$ cat src/rtl/key_event_packer_if.sv
// Byte-stream link from the key event packer to the UDP payload source.
// The packer drives data/valid/last and the sink answers with ready.
interface key_event_packer_if;
    logic [7:0] tx_data;
    logic       tx_valid;
    logic       tx_ready;
    logic       tx_last;

    modport master (
        output tx_data,
        output tx_valid,
        output tx_last,
        input  tx_ready
    );

    modport slave (
        input  tx_data,
        input  tx_valid,
        input  tx_last,
        output tx_ready
    );
endinterface

$ cat src/rtl/key_event_packer.sv
// Key event packer.
// Each cycle with any key pulse becomes a two-byte record {seq, TAG|keys}.
// Records wait in a small FIFO and stream out byte by byte over valid/ready.
// Events that find the FIFO full are dropped and counted, so the host can
// detect loss. seq only advances for stored events, so gaps never appear.
module key_event_packer #(
    parameter int         DEPTH = 8,
    parameter logic [3:0] TAG   = 4'hA
) (
    input  logic                     clk,
    input  logic                     rst,
    input  logic [3:0]               key_in,
    key_event_packer_if.master       tx,
    output logic [$clog2(DEPTH):0]   fifo_level,
    output logic [7:0]               drop_cnt
);

    localparam int AW = $clog2(DEPTH);
    localparam logic [AW:0] FULL_LEVEL = (AW+1)'(DEPTH);

    // Output sequencer states: nothing loaded, sending seq byte, sending key byte.
    localparam logic [1:0] IDLE = 2'd0;
    localparam logic [1:0] B0   = 2'd1;
    localparam logic [1:0] B1   = 2'd2;

    logic [11:0]   mem [DEPTH];
    logic [AW-1:0] wr_ptr;
    logic [AW-1:0] rd_ptr;
    logic [AW:0]   count;
    logic [7:0]    seq;

    logic [1:0]    state;
    logic [3:0]    out_key;
    logic [7:0]    data_q;
    logic          valid_q;
    logic          last_q;

    logic          key_event;
    logic          fifo_empty;
    logic          fifo_full;
    logic          xfer;
    logic          pop;
    logic          push;
    logic          drop;
    logic [11:0]   head;

    assign key_event  = (key_in != 4'd0);
    assign fifo_empty = (count == '0);
    assign fifo_full  = (count == FULL_LEVEL);
    assign xfer       = valid_q && tx.tx_ready;
    assign head       = mem[rd_ptr];

    // A pop loads the next record into the output register: either from IDLE,
    // or right as the key byte of the current record is accepted so records
    // stream back-to-back. A pop in the same cycle frees a slot for a push
    // even when the FIFO is full.
    always_comb begin
        pop  = 1'b0;
        push = 1'b0;
        drop = 1'b0;
        if (!fifo_empty) begin
            if (state == IDLE) begin
                pop = 1'b1;
            end else if (state == B1 && xfer) begin
                pop = 1'b1;
            end
        end
        if (key_event) begin
            if (!fifo_full || pop) begin
                push = 1'b1;
            end else begin
                drop = 1'b1;
            end
        end
    end

    // FIFO storage holds {seq, keys}; contents need no reset since count gates reads.
    always_ff @(posedge clk) begin
        if (push) begin
            mem[wr_ptr] <= {seq, key_in};
        end
    end

    // Pointers, occupancy, sequence number and the saturating drop counter.
    always_ff @(posedge clk or posedge rst) begin
        if (rst) begin
            wr_ptr   <= '0;
            rd_ptr   <= '0;
            count    <= '0;
            seq      <= 8'd0;
            drop_cnt <= 8'd0;
        end else begin
            if (push) begin
                wr_ptr <= wr_ptr + AW'(1);
                seq    <= seq + 8'd1;
            end
            if (pop) begin
                rd_ptr <= rd_ptr + AW'(1);
            end
            case ({push, pop})
                2'b10:   count <= count + (AW+1)'(1);
                2'b01:   count <= count - (AW+1)'(1);
                default: count <= count;
            endcase
            if (drop && drop_cnt != 8'hFF) begin
                drop_cnt <= drop_cnt + 8'd1;
            end
        end
    end

    // Output sequencer: registers every output byte and holds it until accepted.
    always_ff @(posedge clk or posedge rst) begin
        if (rst) begin
            state   <= IDLE;
            out_key <= 4'd0;
            data_q  <= 8'h00;
            valid_q <= 1'b0;
            last_q  <= 1'b0;
        end else begin
            case (state)
                IDLE: begin
                    if (pop) begin
                        out_key <= head[3:0];
                        data_q  <= head[11:4];
                        valid_q <= 1'b1;
                        last_q  <= 1'b0;
                        state   <= B0;
                    end
                end
                B0: begin
                    if (xfer) begin
                        data_q <= {TAG, out_key};
                        last_q <= 1'b1;
                        state  <= B1;
                    end
                end
                B1: begin
                    if (xfer) begin
                        if (pop) begin
                            out_key <= head[3:0];
                            data_q  <= head[11:4];
                            last_q  <= 1'b0;
                            state   <= B0;
                        end else begin
                            data_q  <= 8'h00;
                            valid_q <= 1'b0;
                            last_q  <= 1'b0;
                            state   <= IDLE;
                        end
                    end
                end
                default: begin
                    data_q  <= 8'h00;
                    valid_q <= 1'b0;
                    last_q  <= 1'b0;
                    state   <= IDLE;
                end
            endcase
        end
    end

    assign tx.tx_data  = data_q;
    assign tx.tx_valid = valid_q;
    assign tx.tx_last  = last_q;
    assign fifo_level  = count;

endmodule
$ cat src/flat_wrapper.sv
// flat-port wrapper written by rule: the top's interface ports become plain ports
module key_event_packer_flat 
#(
    parameter int         DEPTH = 8,
    parameter logic [3:0] TAG   = 4'hA
)
  (clk, rst, key_in, fifo_level, drop_cnt, tx_tx_data, tx_tx_valid, tx_tx_last, tx_tx_ready);
  key_event_packer_if tx_i ();
  input  logic clk;
  input  logic rst;
  input  logic [3:0] key_in;
  output logic [$clog2(DEPTH):0] fifo_level;
  output logic [7:0] drop_cnt;
  output wire logic [$bits(tx_i.tx_data)-1:0] tx_tx_data;
  output wire logic [$bits(tx_i.tx_valid)-1:0] tx_tx_valid;
  output wire logic [$bits(tx_i.tx_last)-1:0] tx_tx_last;
  input wire logic [$bits(tx_i.tx_ready)-1:0] tx_tx_ready;
  assign tx_tx_data = tx_i.tx_data;
  assign tx_tx_valid = tx_i.tx_valid;
  assign tx_tx_last = tx_i.tx_last;
  assign tx_i.tx_ready = tx_tx_ready;
  key_event_packer #(.DEPTH(DEPTH), .TAG(TAG)) u_core (.clk(clk), .rst(rst), .key_in(key_in), .tx(tx_i), .fifo_level(fifo_level), .drop_cnt(drop_cnt));
endmodule
$ cat config.mk
export PLATFORM = sky130hd
export DESIGN_NAME = key_event_packer_flat
export DESIGN_NICKNAME = d
export VERILOG_FILES = /design/src/rtl/key_event_packer_if.sv /design/src/rtl/key_event_packer.sv /design/src/flat_wrapper.sv
export SDC_FILE = /design/constraint.sdc
export NUM_CORES = 1
export LEC_CHECK = 0
export ABC_CLOCK_PERIOD_IN_PS = 3300
export CORE_MARGIN = 4
export CORE_UTILIZATION = 59
export CTS_CLUSTER_SIZE = 28
export DETAILED_ROUTE_END_ITERATION = 12
export PLACE_DENSITY = 0.8
export SLEW_MARGIN = 20
export SYNTH_ARGS = -nofsm -noshare
export SYNTH_HDL_FRONTEND = slang
export SYNTH_SLANG_ARGS = --single-unit
$ cat constraint.sdc
create_clock -name clk -period 3.3 [get_ports clk]
set_input_delay 0.99 -clock clk [delete_from_list [all_inputs] [get_ports clk]]
set_output_delay 0.99 -clock clk [all_outputs]
set_load 0.02 [all_outputs]
==> impl_metrics.csv, run 1 <==
group,metric,value,unit
die,dieArea,11300,µm²
worst_setup_path,cp.required,3700,ps
synthesis,yosys.area.top_type_share,50.3,%
die,initial_core_util,61.4,%
clock_tree,ctsHoldBuffers,0,
synthesis,synth_compound_area_share,5.00,%
worst_setup_path,end_kind,"flop",
synthesis,syn_area,5730,µm²
clock_tree,cts.htree.levels,4,
sta,holdWs,492,ps
clock_tree,cts_buffer_depth,2,
final_layout,antenna_cells,0,
final_layout,nNetsFinal,407,
synthesis,syn-num-nets,349,
synthesis,synthAdderAreaFrac,1.66,%
job,maxCapViolations,0,
clock_tree,cts_root_buf,"clkbuf_8",
worst_setup_path,path_class,"in -> reg",
final_layout,final_common_cell,"edfxtp_1",
synthesis,ys_ff_latch,137,
clock_tree,cts_tree,"built",
final_layout,final_core_util,74.3,%
worst_setup_path,worstPathMaxFanout,7,
die,num_io_pins,29,
global_routing,grt_pass1_wl,19.0,mm
synthesis,synth_area_per_cell,17.1,µm²
synthesis,yosysUniqueCellTypes,54,
run_status,outcome,"completed",
clock_tree,insertion_delay,530,ps
sta,min_period,2920,ps
sta,slew_headroom,52.9,%
sta,finalSetupViolations,0,
final_layout,drive_above_1_share,22.4,%
synthesis,synth_edf_count,96,
routing,vias,3251,
die,fp-row-count,35,
routing,drt-initial-drc-count,261,
final_layout,area_growth,21.0,%
sta,worst_pin_slew,706,ps
sta,slew_viol_final,0,
sta,period_share,88.4,%
global_routing,antenna_found_initial,0,
synthesis,synth_area_leaders,"edfxtp_1, dfrtp_1, mux4_2",
global_routing,grt_max_degree,42,
synthesis,synthFlopType,"edfxtp_1",
worst_setup_path,start_kind,"primary input",
routing,drc,0,
clock_tree,cts.repair.resized,0,
global_routing,grt.total_usage,23.2,%
synthesis,synth_top_area_cell,"edfxtp_1",
sta,setup_tns,0,ps
power,peakVddDrop,0.586,mV
sta,max_freq,343,MHz
routing,vias_per_cell,6.08,
routing,drtAntennaViolNets,0,
place,io_buffers,28,
die,die_w,107,µm
place,place_hpwl,6.80,mm
clock_tree,cts_buffers,17,
place,gp_congestion,0.774,
global_routing,overflow,0,
clock_tree,cts_num_sinks,137,
sta,rsz0062_at_grt,"false",
sta,fin_ws,384,ps
synthesis,synthCells,335,
routing,routed_wirelength,11.7,mm
sta,finalClockSkew,8.30,ps
global_routing,grt_pass1_vias,3511,
power,p_leak,2.60,nW
die,die_h,107,µm
final_layout,layout.cells.non_filler,535,
synthesis,synth_top_family_by_area,"multiplexers",
worst_hold_path,hp-class,"reg -> reg",
die,coreArea,9330,µm²
synthesis,synth_xor_area_share,2.75,%
final_layout,layout_common_cells,"edfxtp_1, dfrtp_1, clkdlybuf4s50_1",
synthesis,synth_mux_area_share,13.5,%
synthesis,synth-simple-area-share,6.93,%
synthesis,synth_warnings,0,
synthesis,synth-seq-area-share,68.3,%
power,p_per_area,1050,nW/µm²
sta,finalHoldViolations,0,
routing,firstDrtPassIters,5,
place,pre_cts_slack,-79.6,ps
clock_tree,cts_setup_buffers,0,
synthesis,async_flop_share,29.9,%
routing,wire_per_inst,21.9,µm
worst_setup_path,arrival,3310,ps
place,placed_cells_incl_taps,503,
clock_tree,path_clk_slew,60,ps
final timing paths:
| path | startpoint | endpoint | slack, ps | cells past startpoint |
|---|---|---|---|---|
| worst max-delay path | key_in[1] | u_core.fifo_level[3]$_DFFE_PP0P_ | 380 | 10 |
| worst min-delay path | u_core.drop_cnt[5]$_DFFE_PP0P_ | u_core.drop_cnt[5]$_DFFE_PP0P_ | 490 | 1 |
| worst max register to register | u_core.fifo_level[0]$_DFFE_PP0P_ | u_core.fifo_level[3]$_DFFE_PP0P_ | 800 | 9 |
| worst min register to register | u_core.drop_cnt[5]$_DFFE_PP0P_ | u_core.drop_cnt[5]$_DFFE_PP0P_ | 490 | 1 |
| max in group asynchronous | rst | u_core.wr_ptr[0]$_DFFE_PP0P_ | 1990 | 3 |
| min in group asynchronous | rst | u_core.drop_cnt[1]$_DFFE_PP0P_ | 910 | 3 |
cells in the mapped netlist (all sizes together), types with 5 or more instances:
cell and count:
nor4 5, mux2i 14, nand2 16, ha 6, buf 9, edfxtp 96, nor2 14, nand3 11
mux2 7, o21ai 8, inv 5, clkbuf 7, xnor2 14, nor3 9, dfrtp 41, mux4 24
and3 6
cell families (layout without fill, tap and decap cells):
| family | after synthesis | after routing |
|---|---|---|
| buffers and inverters | 21 | 92 |
| DFF | 137 | 137 |
| xor gates and xnor gates | 18 | 18 |
| and+or+nand+nor | 74 | 74 |
| muxes | 45 | 45 |
| AOI/OAI and AO/OA | 33 | 33 |
| adders and majority gates | 7 | 7 |
sequential cells by signal (all words and copies together), names as in the netlist:
register and count:
u_core.drop_cnt 8, u_core.fifo_level 4, u_core.mem 96, u_core.out_key 4
u_core.rd_ptr 3, u_core.seq 8, u_core.state 1, u_core.tx.tx_data 8
u_core.tx.tx_last 1, u_core.tx.tx_valid 1, u_core.wr_ptr 3
per-stage QoR:
step	instance area, µm²	total power (W)
2_1_floorplan	5730	0.00448
3_3_place_gp	6310	0.00517
3_5_place_dp	6310	0.00528
4_1_cts	6930	0.00733
5_1_grt	6930	0.00765
6_report	6930	0.00727
final cells by class:
type / count / area (µm²)
inverter: 5 / 18.8
sequential: 137 / 3910
timing repair buffer: 55 / 495
multi-input combinational: 177 / 1730
clock inverter: 15 / 206
clock buffer: 17 / 414
fill: 539 / 2400
tap: 129 / 161
critical path, stage by stage:
cell             delay [ps]
clkdlybuf4s50_1         510
nor4_1                  400
buf_4                   200
nand2_1                  80
inv_1                   100
ha_1                    230
a21o_1                  200
a21oi_1                 250
mux2i_1                 240
o22ai_1                 110
power by group:
group	internal, W	switching, W
Combinational	0.00110	0.00112
Sequential	0.00255	0.000522
Clock	0.00129	0.000692
Total	0.00494	0.00233
per-layer routing:
metal,routed length (µm),global-route usage (%)
met1,4810,30.7
met2,5720,35.7
met3,889,7.35
met4,289,10.4
met5,0,0
Note: power is estimated with default switching activity, not from simulation.
==> run 2, diff against run 1 <==
--- a/config.mk
+++ b/config.mk
@@ -10,7 +10,8 @@
 export CORE_UTILIZATION = 59
 export CTS_CLUSTER_SIZE = 28
 export DETAILED_ROUTE_END_ITERATION = 12
-export PLACE_DENSITY = 0.8
+export GPL_ROUTABILITY_DRIVEN = 1
+export PLACE_DENSITY = 0.76
 export SLEW_MARGIN = 20
 export SYNTH_ARGS = -nofsm -noshare
 export SYNTH_HDL_FRONTEND = slang
==> constraint.sdc (replaced) <==
create_clock -name clk -period 3.3 [get_ports clk]
set_input_delay 0.66 -clock clk [delete_from_list [all_inputs] [get_ports clk]]
set_output_delay 0.66 -clock clk [all_outputs]
set_load 0.02 [all_outputs]
==> run 2 against run 1 <==
- cell count is 1.5% lower
- first-iteration DRC count is 45% lower
- combinational power is 3% lower
- sequential share of layout area is 1.0 points higher
- wire length is 6.5% lower
- maximum frequency is 9.5% higher
- count of clock-buffer cells in the layout stayed put
- final area is 1.8% lower
- total power is 4.0% lower
- sequential power hardly changed
- largest power group unchanged
==> impl_metrics.csv, run 2 (synthesis gave the netlist of run 1 again) <==
group,metric,value,unit
sta,slew_viol_final,0,
worst_setup_path,cp_slowest_cell,"clkdlybuf4s50_1",
worst_setup_path,worstPathMaxFanout,10,
sta,finalSetupViolations,0,
power,p_switching,0.00239,W
final_layout,final_core_util,73.0,%
sta,min_period,2660,ps
place,gp_congestion,0.815,
worst_setup_path,start_kind,"primary input",
clock_tree,insertion_delay,510,ps
die,num_io_pins,29,
clock_tree,cts_buffers,17,
clock_tree,ctsHoldBuffers,0,
global_routing,grt_pass1_vias,3240,
die,fp-row-count,35,
global_routing,grt.total_usage,21.3,%
worst_setup_path,cp.required,3680,ps
power,peakVddDrop,0.629,mV
die,die_h,107,µm
worst_setup_path,path_class,"in -> reg",
worst_hold_path,hp-class,"reg -> reg",
final_layout,drive_above_1_share,22.1,%
worst_setup_path,max_stage_delay,570,ps
sta,slew_headroom,37.3,%
sta,worst_pin_slew,935,ps
power,sw_frac_of_total,34.3,%
sta,period_share,80.7,%
routing,wire_per_inst,20.8,µm
die,die_w,107,µm
routing,drt-initial-drc-count,144,
final_layout,multi_input_area,1740,µm²
routing,drc,0,
die,dieArea,11300,µm²
sta,setup_tns,0,ps
worst_setup_path,end_kind,"flop",
final_layout,largest_reg_flops,96,
die,initial_core_util,61.4,%
worst_setup_path,startpoint,"key_in[0]",
final_layout,regMostFlops,"u_core.mem",
clock_tree,cts_num_sinks,137,
final_layout,regArea,3910,µm²
place,place_hpwl,6.84,mm
routing,drtAntennaViolNets,0,
run_status,outcome,"completed",
routing,routed_wirelength,10.9,mm
global_routing,overflow,0,
worst_hold_path,hold_start,"u_core.tx.tx_data[6]$_DFFE_PP0P_",
final_layout,antenna_cells,0,
global_routing,grt_util_met2,35.2,%
routing,firstDrtPassIters,4,
final_layout,area_growth,18.9,%
final_layout,nNetsFinal,399,
final_layout,layout_common_cells,"edfxtp_1, dfrtp_1, clkdlybuf4s50_1",
routing,vias_per_cell,5.86,
sta,finalClockSkew,9.57,ps
sta,rsz0062_at_grt,"false",
sta,max_freq,375,MHz
clock_tree,cts_buffer_depth,2,
global_routing,grt_pass1_wl,17.8,mm
global_routing,use_met1,29.0,%
sta,finalHoldViolations,0,
global_routing,antenna_found_initial,0,
power,p_per_area,1030,nW/µm²
power,p_int,0.00459,W
global_routing,grt_max_degree,26,
final_layout,num-fill-cells,576,
global_routing,grt.met3_usage,5.10,%
worst_setup_path,crit_path_cell_trace,"clkdlybuf4s50_1 > nor4_1 > buf_4 > nand2_1 > inv_1 > ha_1 > a21o_1 > a21oi_1 > mux2i_1 > o22ai_1",
power,p_leak,2.54,nW
clock_tree,cts.htree.levels,4,
place,io_buffers,28,
power,clkPwrFrac,25.3,%
power,seqPwrFrac,44.0,%
job,maxCapViolations,0,
clock_tree,cts_setup_buffers,0,
clock_tree,cts.repair.resized,0,
clock_tree,cts_tree,"built",
power,power_frac_comb,30.7,%
routing,vias,3086,
worst_setup_path,r2r-start,"u_core.fifo_level[0]$_DFFE_PP0P_",
clock_tree,cts_root_buf,"clkbuf_8",
clock_tree,path_clk_slew,70,ps
die,coreArea,9330,µm²
worst_setup_path,arrival,3050,ps
global_routing,busiest_layer,"met2",
final_layout,final_common_cell,"edfxtp_1",
-- run 2: cell count changes in the layout (fill, tap and decap cells not counted), sizes merged --
cell | before | now
buf | 27 | 19
clkinvlp | 4 | 0
inv | 5 | 15
bufinv | 5 | 0
clkinv | 6 | 5
-- run 2: path summary, 6_finish.rpt --
check,to,slack [ps],depth (start not counted)
setup / recovery,u_core.fifo_level[3]$_DFFE_PP0P_,640,10
setup reg to reg,u_core.fifo_level[3]$_DFFE_PP0P_,740,9
max in group asynchronous,u_core.out_key[3]$_DFFE_PP0P_,2010,3
hold / removal,u_core.tx.tx_data[6]$_DFFE_PP0P_,480,1
hold reg to reg,u_core.tx.tx_data[6]$_DFFE_PP0P_,480,1
min in group asynchronous,u_core.fifo_level[1]$_DFFE_PP0P_,550,2
-- run 2: metrics by stage --
| step | setup WS, ps | instance area, µm² | power [W] | hold WS [ps] | instances |
|---|---|---|---|---|---|
| final | 636 | 6810 | 0.00698 | 485 | 527 |
| after global placement | 280 | 6250 | 0.00515 | 471 | 495 |
| after detailed placement | 186 | 6250 | 0.00526 | 473 | 495 |
| after floorplan | 380 | 5730 | 0.00448 | 457 | 335 |
| after CTS | 671 | 6810 | 0.00703 | 492 | 527 |
| after global routing | 507 | 6810 | 0.00736 | 520 | 527 |
-- run 2: power by group through the flow --
| stage | Sequential, W | Combinational [W] | Clock (W) |
|---|---|---|---|
| after floorplan | 0.00295 | 0.00153 | 0 |
| after global placement | 0.00305 | 0.00209 | 0 |
| after detailed placement | 0.00310 | 0.00216 | 0 |
| after CTS | 0.00307 | 0.00217 | 0.00179 |
| after global routing | 0.00315 | 0.00234 | 0.00187 |
| final | 0.00307 | 0.00215 | 0.00176 |
-- run 2: final cells by class --
class / count / area share [%]
Sequential cell: 137 / 57.4
Multi-Input combinational cell: 177 / 25.5
Timing Repair Buffer: 47 / 6.21
Clock buffer: 17 / 6.08
Tap cell: 129 / 2.37
Clock inverter: 15 / 2.17
Inverter: 5 / 0.276
-- run 2: metal layers --
layer | vias up | routed length (µm)
met5 | - | 0
met4 | 0 | 75
met3 | 7 | 538
met2 | 80 | 5670
met1 | 1578 | 4650
li1 | 1421 | -
-- run 2: critical path, delay by kind of cell --
kind	cells	cell delay (ps)
buf+inv	3	870
compound gates	3	550
simple gates	2	500
fa+ha+maj	1	230
mux	1	220
